## config.mk

```make
export PLATFORM = sky130hd
export DESIGN_NAME = loop_ram_scheduler
export DESIGN_NICKNAME = d
export VERILOG_FILES = /design/src/rtl/loop_ram_scheduler.sv
export SDC_FILE = /design/constraint.sdc
export NUM_CORES = 1
export LEC_CHECK = 0
export BUFFER_PORTS_ARGS = -buffer_cell sky130_fd_sc_hd__buf_4
export CORE_MARGIN = 3
export CORE_UTILIZATION = 34
export DETAILED_ROUTE_END_ITERATION = 8
export PLACE_DENSITY_LB_ADDON = 0.1
export SLEW_MARGIN = 10
export SYNTH_ARGS = -nofsm -noshare
export SYNTH_HDL_FRONTEND = slang
export SYNTH_SLANG_ARGS = --single-unit
export TNS_END_PERCENT = 20
```

## constraint.sdc

```tcl
create_clock -name clk -period 2.6 [get_ports clk]
set_input_delay 0.52 -clock clk [delete_from_list [all_inputs] [get_ports clk]]
set_output_delay 0.52 -clock clk [all_outputs]
set_load 0.02 [all_outputs]
```

## src/rtl/loop_ram_scheduler.sv

```systemverilog
// ---------------------------------------------------------------------------
// loop_ram_scheduler
//
// Sequences every access to the shared pseudo-SRAM for two-track loop
// recording and playback. On each sample_tick it reads track 0 and/or track 1
// (if playing), then writes the record sample (if recording), using a req/ack
// handshake to the async RAM controller. It then saturating-mixes the two read
// samples into mix_out and advances the loop position.
//
// Ports
//   clk          100 MHz system clock
//   rst_n        asynchronous active-low reset
//   sample_tick  one-cycle pulse per audio sample
//   rec_en       record the current sample this tick
//   rec_track    track index written when recording
//   play_mask    bit i set = track i plays back
//   rec_data     sample to record (two's complement)
//   mem_req      access request to RAM controller (held until ack inclusive)
//   mem_we       1 = write, 0 = read; valid while mem_req
//   mem_addr     {track, pos}; valid while mem_req
//   mem_wdata    write data; valid while mem_req
//   mem_ack      one-cycle completion pulse from RAM controller
//   mem_rdata    read data, valid in the mem_ack cycle
//   mix_out      mixed playback sample, held between updates
//   mix_valid    one-cycle pulse when mix_out updates
//   overrun      one-cycle pulse when sample_tick arrives while busy
//   pos          current loop position
//
// State table
//   state  | meaning
//   IDLE   | waiting for sample_tick; latches the per-tick controls
//   RD0    | reading track 0 at {0,pos}
//   RD1    | reading track 1 at {1,pos}
//   WR     | writing rec_data at {rec_track,pos}
//   MIX    | saturating mix of s0+s1, pos update, back to IDLE
// ---------------------------------------------------------------------------
module loop_ram_scheduler #(
  parameter int POS_W  = 22,
  parameter int DATA_W = 16
) (
  input  logic              clk,
  input  logic              rst_n,
  input  logic              sample_tick,
  input  logic              rec_en,
  input  logic              rec_track,
  input  logic [1:0]        play_mask,
  input  logic [DATA_W-1:0] rec_data,
  output logic              mem_req,
  output logic              mem_we,
  output logic [POS_W:0]    mem_addr,
  output logic [DATA_W-1:0] mem_wdata,
  input  logic              mem_ack,
  input  logic [DATA_W-1:0] mem_rdata,
  output logic [DATA_W-1:0] mix_out,
  output logic              mix_valid,
  output logic              overrun,
  output logic [POS_W-1:0]  pos
);

  typedef enum logic [2:0] {
    S_IDLE = 3'd0,
    S_RD0  = 3'd1,
    S_RD1  = 3'd2,
    S_WR   = 3'd3,
    S_MIX  = 3'd4
  } state_t;

  localparam logic [POS_W-1:0] POS_ONE = POS_W'(1);
  localparam logic [DATA_W-1:0] SAT_MAX = {1'b0, {(DATA_W-1){1'b1}}};
  localparam logic [DATA_W-1:0] SAT_MIN = {1'b1, {(DATA_W-1){1'b0}}};

  state_t              state_q, state_d;
  logic [1:0]          mask_q, mask_d;
  logic                rec_en_q, rec_en_d;
  logic                rec_track_q, rec_track_d;
  logic [DATA_W-1:0]   rec_data_q, rec_data_d;
  logic [DATA_W-1:0]   s0_q, s0_d;
  logic [DATA_W-1:0]   s1_q, s1_d;
  logic [POS_W-1:0]    pos_q, pos_d;
  logic                mem_req_q, mem_req_d;
  logic                mem_we_q, mem_we_d;
  logic [POS_W:0]      mem_addr_q, mem_addr_d;
  logic [DATA_W-1:0]   mem_wdata_q, mem_wdata_d;
  logic [DATA_W-1:0]   mix_out_q, mix_out_d;
  logic                mix_valid_q, mix_valid_d;
  logic                overrun_q, overrun_d;

  logic [DATA_W:0]     sum;
  logic [DATA_W-1:0]   sat_val;
  logic                acc_track;

  // Next needed state in the fixed order RD0, RD1, WR, MIX, skipping any
  // access the latched controls do not ask for.
  function automatic state_t next_access(input state_t from,
                                         input logic [1:0] mask,
                                         input logic rec);
    state_t nxt;
    nxt = S_MIX;
    case (from)
      S_IDLE: begin
        if (mask[0])      nxt = S_RD0;
        else if (mask[1]) nxt = S_RD1;
        else if (rec)     nxt = S_WR;
        else              nxt = S_MIX;
      end
      S_RD0: begin
        if (mask[1])      nxt = S_RD1;
        else if (rec)     nxt = S_WR;
        else              nxt = S_MIX;
      end
      S_RD1: begin
        if (rec)          nxt = S_WR;
        else              nxt = S_MIX;
      end
      default:            nxt = S_MIX;
    endcase
    return nxt;
  endfunction

  // One extra bit of headroom; overflow shows up as the two top bits differing.
  always_comb begin
    sum     = {s0_q[DATA_W-1], s0_q} + {s1_q[DATA_W-1], s1_q};
    sat_val = sum[DATA_W-1:0];
    if (sum[DATA_W] != sum[DATA_W-1]) begin
      sat_val = sum[DATA_W] ? SAT_MIN : SAT_MAX;
    end
  end

  always_comb begin
    acc_track = 1'b0;
    case (state_q)
      S_RD1:   acc_track = 1'b1;
      S_WR:    acc_track = rec_track_q;
      default: acc_track = 1'b0;
    endcase
  end

  always_comb begin
    state_d     = state_q;
    mask_d      = mask_q;
    rec_en_d    = rec_en_q;
    rec_track_d = rec_track_q;
    rec_data_d  = rec_data_q;
    s0_d        = s0_q;
    s1_d        = s1_q;
    pos_d       = pos_q;
    mem_req_d   = mem_req_q;
    mem_we_d    = mem_we_q;
    mem_addr_d  = mem_addr_q;
    mem_wdata_d = mem_wdata_q;
    mix_out_d   = mix_out_q;
    mix_valid_d = 1'b0;
    overrun_d   = 1'b0;

    // A tick while anything is in flight (including the MIX cycle) is dropped.
    if (sample_tick && (state_q != S_IDLE)) begin
      overrun_d = 1'b1;
    end

    case (state_q)
      S_IDLE: begin
        if (sample_tick) begin
          mask_d      = play_mask;
          rec_en_d    = rec_en;
          rec_track_d = rec_track;
          rec_data_d  = rec_data;
          s0_d        = '0;
          s1_d        = '0;
          state_d     = next_access(S_IDLE, play_mask, rec_en);
        end
      end

      S_RD0, S_RD1, S_WR: begin
        if (!mem_req_q) begin
          // Entry cycle: set up address/data so they are stable for the
          // whole request, which starts on the next cycle.
          mem_req_d   = 1'b1;
          mem_addr_d  = {acc_track, pos_q};
          mem_we_d    = (state_q == S_WR);
          mem_wdata_d = rec_data_q;
        end else if (mem_ack) begin
          mem_req_d = 1'b0;
          if (state_q == S_RD0) s0_d = mem_rdata;
          if (state_q == S_RD1) s1_d = mem_rdata;
          state_d = next_access(state_q, mask_q, rec_en_q);
        end
      end

      S_MIX: begin
        mix_out_d   = sat_val;
        mix_valid_d = 1'b1;
        // An idle tick realigns the loop so the next take starts at 0.
        if ((mask_q != 2'b00) || rec_en_q) pos_d = pos_q + POS_ONE;
        else                               pos_d = '0;
        state_d = S_IDLE;
      end

      default: begin
        state_d   = S_IDLE;
        mem_req_d = 1'b0;
      end
    endcase
  end

  always_ff @(posedge clk or negedge rst_n) begin
    if (!rst_n) begin
      state_q     <= S_IDLE;
      mask_q      <= '0;
      rec_en_q    <= 1'b0;
      rec_track_q <= 1'b0;
      rec_data_q  <= '0;
      s0_q        <= '0;
      s1_q        <= '0;
      pos_q       <= '0;
      mem_req_q   <= 1'b0;
      mem_we_q    <= 1'b0;
      mem_addr_q  <= '0;
      mem_wdata_q <= '0;
      mix_out_q   <= '0;
      mix_valid_q <= 1'b0;
      overrun_q   <= 1'b0;
    end else begin
      state_q     <= state_d;
      mask_q      <= mask_d;
      rec_en_q    <= rec_en_d;
      rec_track_q <= rec_track_d;
      rec_data_q  <= rec_data_d;
      s0_q        <= s0_d;
      s1_q        <= s1_d;
      pos_q       <= pos_d;
      mem_req_q   <= mem_req_d;
      mem_we_q    <= mem_we_d;
      mem_addr_q  <= mem_addr_d;
      mem_wdata_q <= mem_wdata_d;
      mix_out_q   <= mix_out_d;
      mix_valid_q <= mix_valid_d;
      overrun_q   <= overrun_d;
    end
  end

  assign mem_req   = mem_req_q;
  assign mem_we    = mem_we_q;
  assign mem_addr  = mem_addr_q;
  assign mem_wdata = mem_wdata_q;
  assign mix_out   = mix_out_q;
  assign mix_valid = mix_valid_q;
  assign overrun   = overrun_q;
  assign pos       = pos_q;

endmodule

```

[Word-level counts from Yosys, hierarchy flattened]
Cells that the tools add are included.
Storage, ports and cells
  memory bits (writable): 0
  memories kept: 0
  output and inout port bits: 81
  ROM bits: 0
  latch bits: 0
  register bits after elaboration: 136
Operators by class
  muxes and demuxes: 28
  divide/modulo/power cells: 0
  bitwise logic cells: 1
  order comparisons: 0
  reductions and logical operators: 13
  equality and inequality tests: 10
  multiply operators: 0
  $add $sub $neg: 2
  shift operators: 0
Operator list (count)
  16-bit two-way mux: 9
  16-bit one-hot mux with 2 select lines: 2
  3-bit two-way mux: 8
  22-bit by 1-bit adder with 22-bit output (second input constant): 1
  22-bit two-way mux: 1
  16-bit by 16-bit adder with 17-bit output: 1
  3-bit one-hot mux with 2 select lines: 2
  2-bit != test (second input constant): 5
  5-bit AND reduction: 2
  3-bit by 2-bit equality test with 1-bit output (second input constant): 2
  1-bit two-way mux: 4
  1-bit one-hot mux with 2 select lines: 2
  2-bit AND reduction: 2
  2-bit nonzero test: 2
  3-bit by 1-bit equality test with 1-bit output (second input constant): 1
  3-bit equality test (second input constant): 1
  3-bit logical NOT: 1
  3-bit AND reduction: 1
  3-bit nonzero test: 1
  3-bit OR reduction: 1
  2-bit OR reduction: 1
  1-bit logical AND: 1
  1-bit logical OR: 1
  1-bit != test: 1
  1-bit NOT: 1

[Logic depth before layout (Yosys ltp)]
  word-level depth: 6
  depth in mapped cells: 11
  depth with buffers taken out: 9

[Worst setup path after synthesis]
OpenSTA, ideal clock, no wires.
  path kind: reg2reg
  start point: register s0_q[0]
  end point: register mix_out_q[14], in the netlist mix_out[14]
  library setup time: 0.139 ns
  cell stages (with the launch flop): 11
  period minus slack after synthesis: 2.326 ns
  data arrival time: 2.187 ns
  data required time: 2.461 ns
  slack: 0.274 ns
  buffers on the path: 1
  cell sequence: dfrtp_1 ha_1 inv_1 fa_1 nor2b_1 o31a_1 o21a_1 o31a_1 buf_6 o311ai_4 a31oi_1
On the way
  cells in the longest elaborated chain, start to end: 3
RTL lines
  start: declaration: line 77  | logic [DATA_W-1:0] s0_q, s0_d;
  start signal: assignment: line 212  | s0_q <= '0;
  start signal: assignment: line 228  | s0_q <= s0_d;
  16-bit by 16-bit adder with 17-bit output (*): line 122  | sum = {s0_q[DATA_W-1], s0_q} + {s1_q[DATA_W-1], s1_q};
  16-bit two-way mux / 1-bit != test (equally long branches): line 125, 124
  16-bit two-way mux (*): line 124  | if (sum[DATA_W] != sum[DATA_W-1]) begin
  end signal: assignment: line 235  | mix_out_q <= mix_out_d;
  end: declaration: line 84  | logic [DATA_W-1:0] mix_out_q, mix_out_d;
Mark *: on every way between the ends. The rest lies on a longest branch, timed or not.
A chain may end at the register's enable or synchronous reset.

[Worst setup path in the final report]
  start point: register s0_q[0]
  end point: register mix_out_q[5], in the netlist mix_out[5]
The elaborated chain is that of the path after synthesis.

==> Implementation_results.wiki <==
{| class="wikitable"
! Metric !! Value
|-
| Kind of end point of the critical path || register
|-
| Leading register cell type out of synthesis || dfrtp_1
|-
| Synth async-reset ratio || between 90% and 100%
|-
| Largest fanout on the critical path || 20
|-
| Count of final max-slew check failures || 0
|-
| Delay of the slowest critical-path stage || about 0.39 ns
|-
| Number of inserted diodes || 0
|-
| Fin Clk Skew || approximately 0.009 ns
|-
| Insertion delay to the later sink of the worst-skew pair || about 0.42 ns
|-
| Starting DRT DRC Count || 256
|-
| Worst slack at placement || 0.0460 ns
|-
| Highest clock frequency the design can meet || between 0.4 and 0.5 GHz
|-
| Library cell with the highest instance count after synthesis || dfrtp_1
|-
| Max-capacitance violation count || 0
|-
| Origin of the worst setup path || s0_q[0]
|-
| Fin. Hold Viols || 0
|-
| Number of enable flip-flop cells after synthesis || 0
|-
| Maximum VDD drop || 0.000609 V
|-
| Shortest clock period the worst path allows after layout || roughly 2.4 ns
|-
| Num ports || 121
|-
| Total Die Area || approximately 21000 µm²
|-
| Type of the tightest min-delay check || input port to async pin
|-
| Combinational share of power || a little under half
|-
| Overall fraction of global-route tracks in use || 15.4%
|-
| Worst slew margin || between 20% and 30%
|-
| Global-route wire length before repair || 25.4 mm
|-
| Crit-path slowest cell || dfrtp_1
|-
| Net switching component of the power || around 0.0045 W
|-
| Cell types with the largest area share after synthesis || dfrtp_1 (52%), mux2_2 (10%), nand2_1 (4.7%), o21ai_0 (4.5%), ha_1 (3.3%)
|-
| End-of-flow core utilization || 45.7%
|-
| Cell types with the highest counts after synthesis || dfrtp_1 (136), nand2_1 (81), mux2_2 (59), o21ai_0 (59), nor2_1 (40)
|-
| Nets@finish || approximately 800
|-
| Number of distinct standard cells referenced by the synthesized netlist || 56
|-
| Reg2Reg Depth || 10
|-
| Capturing instance or port of the critical path || mix_out[5]
|-
| Synthesized Nets || approximately 660
|-
| Placeable core area || around 18000 µm²
|-
| Startpoint of the worst register-to-register path || s0_q[0]
|-
| Post-route DRC || 0
|-
| Post-Syn Area || around 6500 µm²
|-
| Vias per inst || 5.07
|-
| Maximum number of pins on one net before global-route repair || 45
|-
| Initial antenna violation count || 0
|-
| Synthesized instance count || 606
|-
| Flop pwr share || 30.3%
|-
| Final setup violation count || 0
|-
| Height of the die || about 140 µm
|-
| P_int || 0.00678 W
|-
| Antenna viol nets, final || 0
|-
| Root buffer cell || clkbuf_16
|-
| Total power || roughly 0.011 W
|-
| TritonCTS Sinks || about 140
|-
| Routability cong. || ~0.82
|-
| Row count || between 40 and 50
|-
| Post-synthesis to final-layout area growth || 29.1%
|-
| Starting Density || a little over a third
|-
| Sw frac || 39.7%
|-
| Quantity of I/O buffers inserted on ports || 120
|-
| Number of hold-repair buffers added at the cts stage || 0
|-
| Clock tree from TritonCTS || built
|-
| RSZ-0062 raised after global routing || true
|-
| Number of buffers added by the clock tree synthesis step || 17
|-
| Status || complete, no violations
|-
| Setup slack of the worst register-to-register path || 0.15 ns
|-
| Via count of the first global-routing pass || 4886
|-
| First-pass detailed-route iteration total || 4
|-
| Critical path data required time || around 2.9 ns
|-
| Relative contribution of the clock network to total power || 22.0%
|-
| Crit Path Category || register to register
|-
| Ordered list of cells on the worst path || ha_1 -> inv_1 -> fa_1 -> nor2b_1 -> o31a_1 -> o21a_1 -> o31a_1 -> buf_12 -> a211oi_4 -> a211oi_1
|-
| Startpoint class of the critical path || register
|-
| Area share of the largest cell type after synthesis || between 50% and 60%
|-
| Endpoint of the worst register-to-register path || mix_out[5]
|-
| Overall via count from detail_route || 4959
|-
| Total of warnings raised by yosys || 0
|-
| Sequential element share of the synthesized area || 52.4%
|-
| Critical path's most frequent cell || o31a_1
|-
| Leakage Power || 3.97 nW
|-
| Clock transition at path regs || 0.06 ns
|-
| Routed WL || 15.5 mm
|-
| Arrival @ worst endpoint || 2.73 ns
|-
| Post-DP HPWL || about 11 mm
|-
| Global route overflow || 0
|-
| Average wire length per cell after detail routing || around 16 µm
|-
| Actual slew at the worst max-slew pin || approximately 1.1 ns
|-
| Areal power density over the cells || around 1300 nW/µm²
|-
| H-tree level count || 4
|-
| Fraction of final layout cells with drive strength greater than 1 || between 30% and 40%
|-
| Avg Synthesized Cell Area || approximately 11 µm²
|-
| Horiz. Die Dim || around 140 µm
|-
| Yosys reg bits || approximately 140
|-
| Final clock period utilization by the worst path || between 90 and 100%
|-
| Final worst slack || around 0.15 ns
|-
| Biggest area consumer among synthesized cells || dfrtp_1
|-
| Clock Path Buffers || 2
|}
## timing repair
item | 4_1_cts | 5_1_grt
setup endpoints to repair | 0 | 10
resized for setup | 0 | 9
buffers inserted | 0 | 1
## logic make-up after synthesis
family          synth area share, %
buf+inv                        3.16
fa+ha+maj                      3.58
flops                          52.4
xor+xnor                       2.70
simple gates                   13.2
mux                            10.4
compound gates                 14.6
## flip-flops by register name, indices dropped and copies added, names as in the netlist
name,cells
state_q,3
mask_q,2
rec_data_q,16
mem_addr,23
s0_q,16
mem_req,1
mem_wdata,16
pos,22
rec_track_q,1
rec_en_q,1
mem_we,1
s1_q,16
mix_valid,1
overrun,1
mix_out,16
## power groups by stage
| stage | Combinational [W] | Sequential, W | Clock (W) |
|---|---|---|---|
| after floorplan | 0.00329 | 0.00369 | 0 |
| after global routing | 0.00592 | 0.00351 | 0.00265 |
| final | 0.00536 | 0.00340 | 0.00248 |
| after detailed placement | 0.00522 | 0.00344 | 0 |
| after global placement | 0.00516 | 0.00338 | 0 |
| after CTS | 0.00525 | 0.00341 | 0.00255 |
## area by class of cell
type | count | area, µm²
fill | 1732 | 9950
sequential | 136 | 3400
multi-input combinational | 429 | 2940
timing repair buffer | 140 | 1090
clock buffer | 19 | 443
tap | 229 | 287
clock inverter | 13 | 170
inverter | 12 | 45.0
## cells in the final DEF (no fill, tap or decap), types with 7 or more instances in the layout
cell type | netlist | routed
inv_1 | 12 | 12
ha_1 | 17 | 17
buf_4 | 5 | 136
nand2_1 | 81 | 81
and3_1 | 10 | 10
or3_1 | 7 | 7
o21ai_0 | 59 | 59
clkbuf_16 | 0 | 17
a21oi_1 | 24 | 23
xor2_1 | 15 | 15
mux2_2 | 59 | 59
nor2_1 | 40 | 40
nand3_1 | 13 | 11
dfrtp_1 | 136 | 136
## worst min path at each step
stage | start | end | slack [ns] | cells after the start
2_1_floorplan | rst_n | mask_q[0] | 0.22 | 0
3_3_place_gp | rst_n | mem_addr[6] | 0.47 | 1
3_5_place_dp | rst_n | mem_addr[5] | 0.47 | 1
4_1_cts | rst_n | mem_addr[5] | 0.03 | 1
5_1_grt | rst_n | mem_addr[6] | 0.05 | 1
6_report | rst_n | mem_addr[5] | 0.02 | 1
## per-stage QoR
step	cell area [µm²]	std cells	hold slack [ns]	setup TNS [ns]
after floorplan	6490	606	0.224	0
after global placement	7710	945	0.467	0
after detailed placement	7710	945	0.474	0
after CTS	8320	977	0.0281	0
after global routing	8380	978	0.0467	-0.0387
final	8380	978	0.0224	0
## layer usage
layer	GRT usage (%)	vias up	part of all wire, %
met5	0	-	0
met4	6.04	0	1.8
met3	2.91	17	4.1
met2	23.3	120	45
met1	21.9	2392	49
li1	-	2430	-
## worst max-delay path, delay by kind of cell, from the launching register on
kind                     cells  cell delay (ns)
buffers and inverters        2             0.24
AO/OA/AOI/OAI                5             1.18
AND/OR/NAND/NOR              1             0.07
adder cells (fa/ha/maj)      2             0.44
flip-flops                   1             0.39
(Power assumes the default switching activity.)
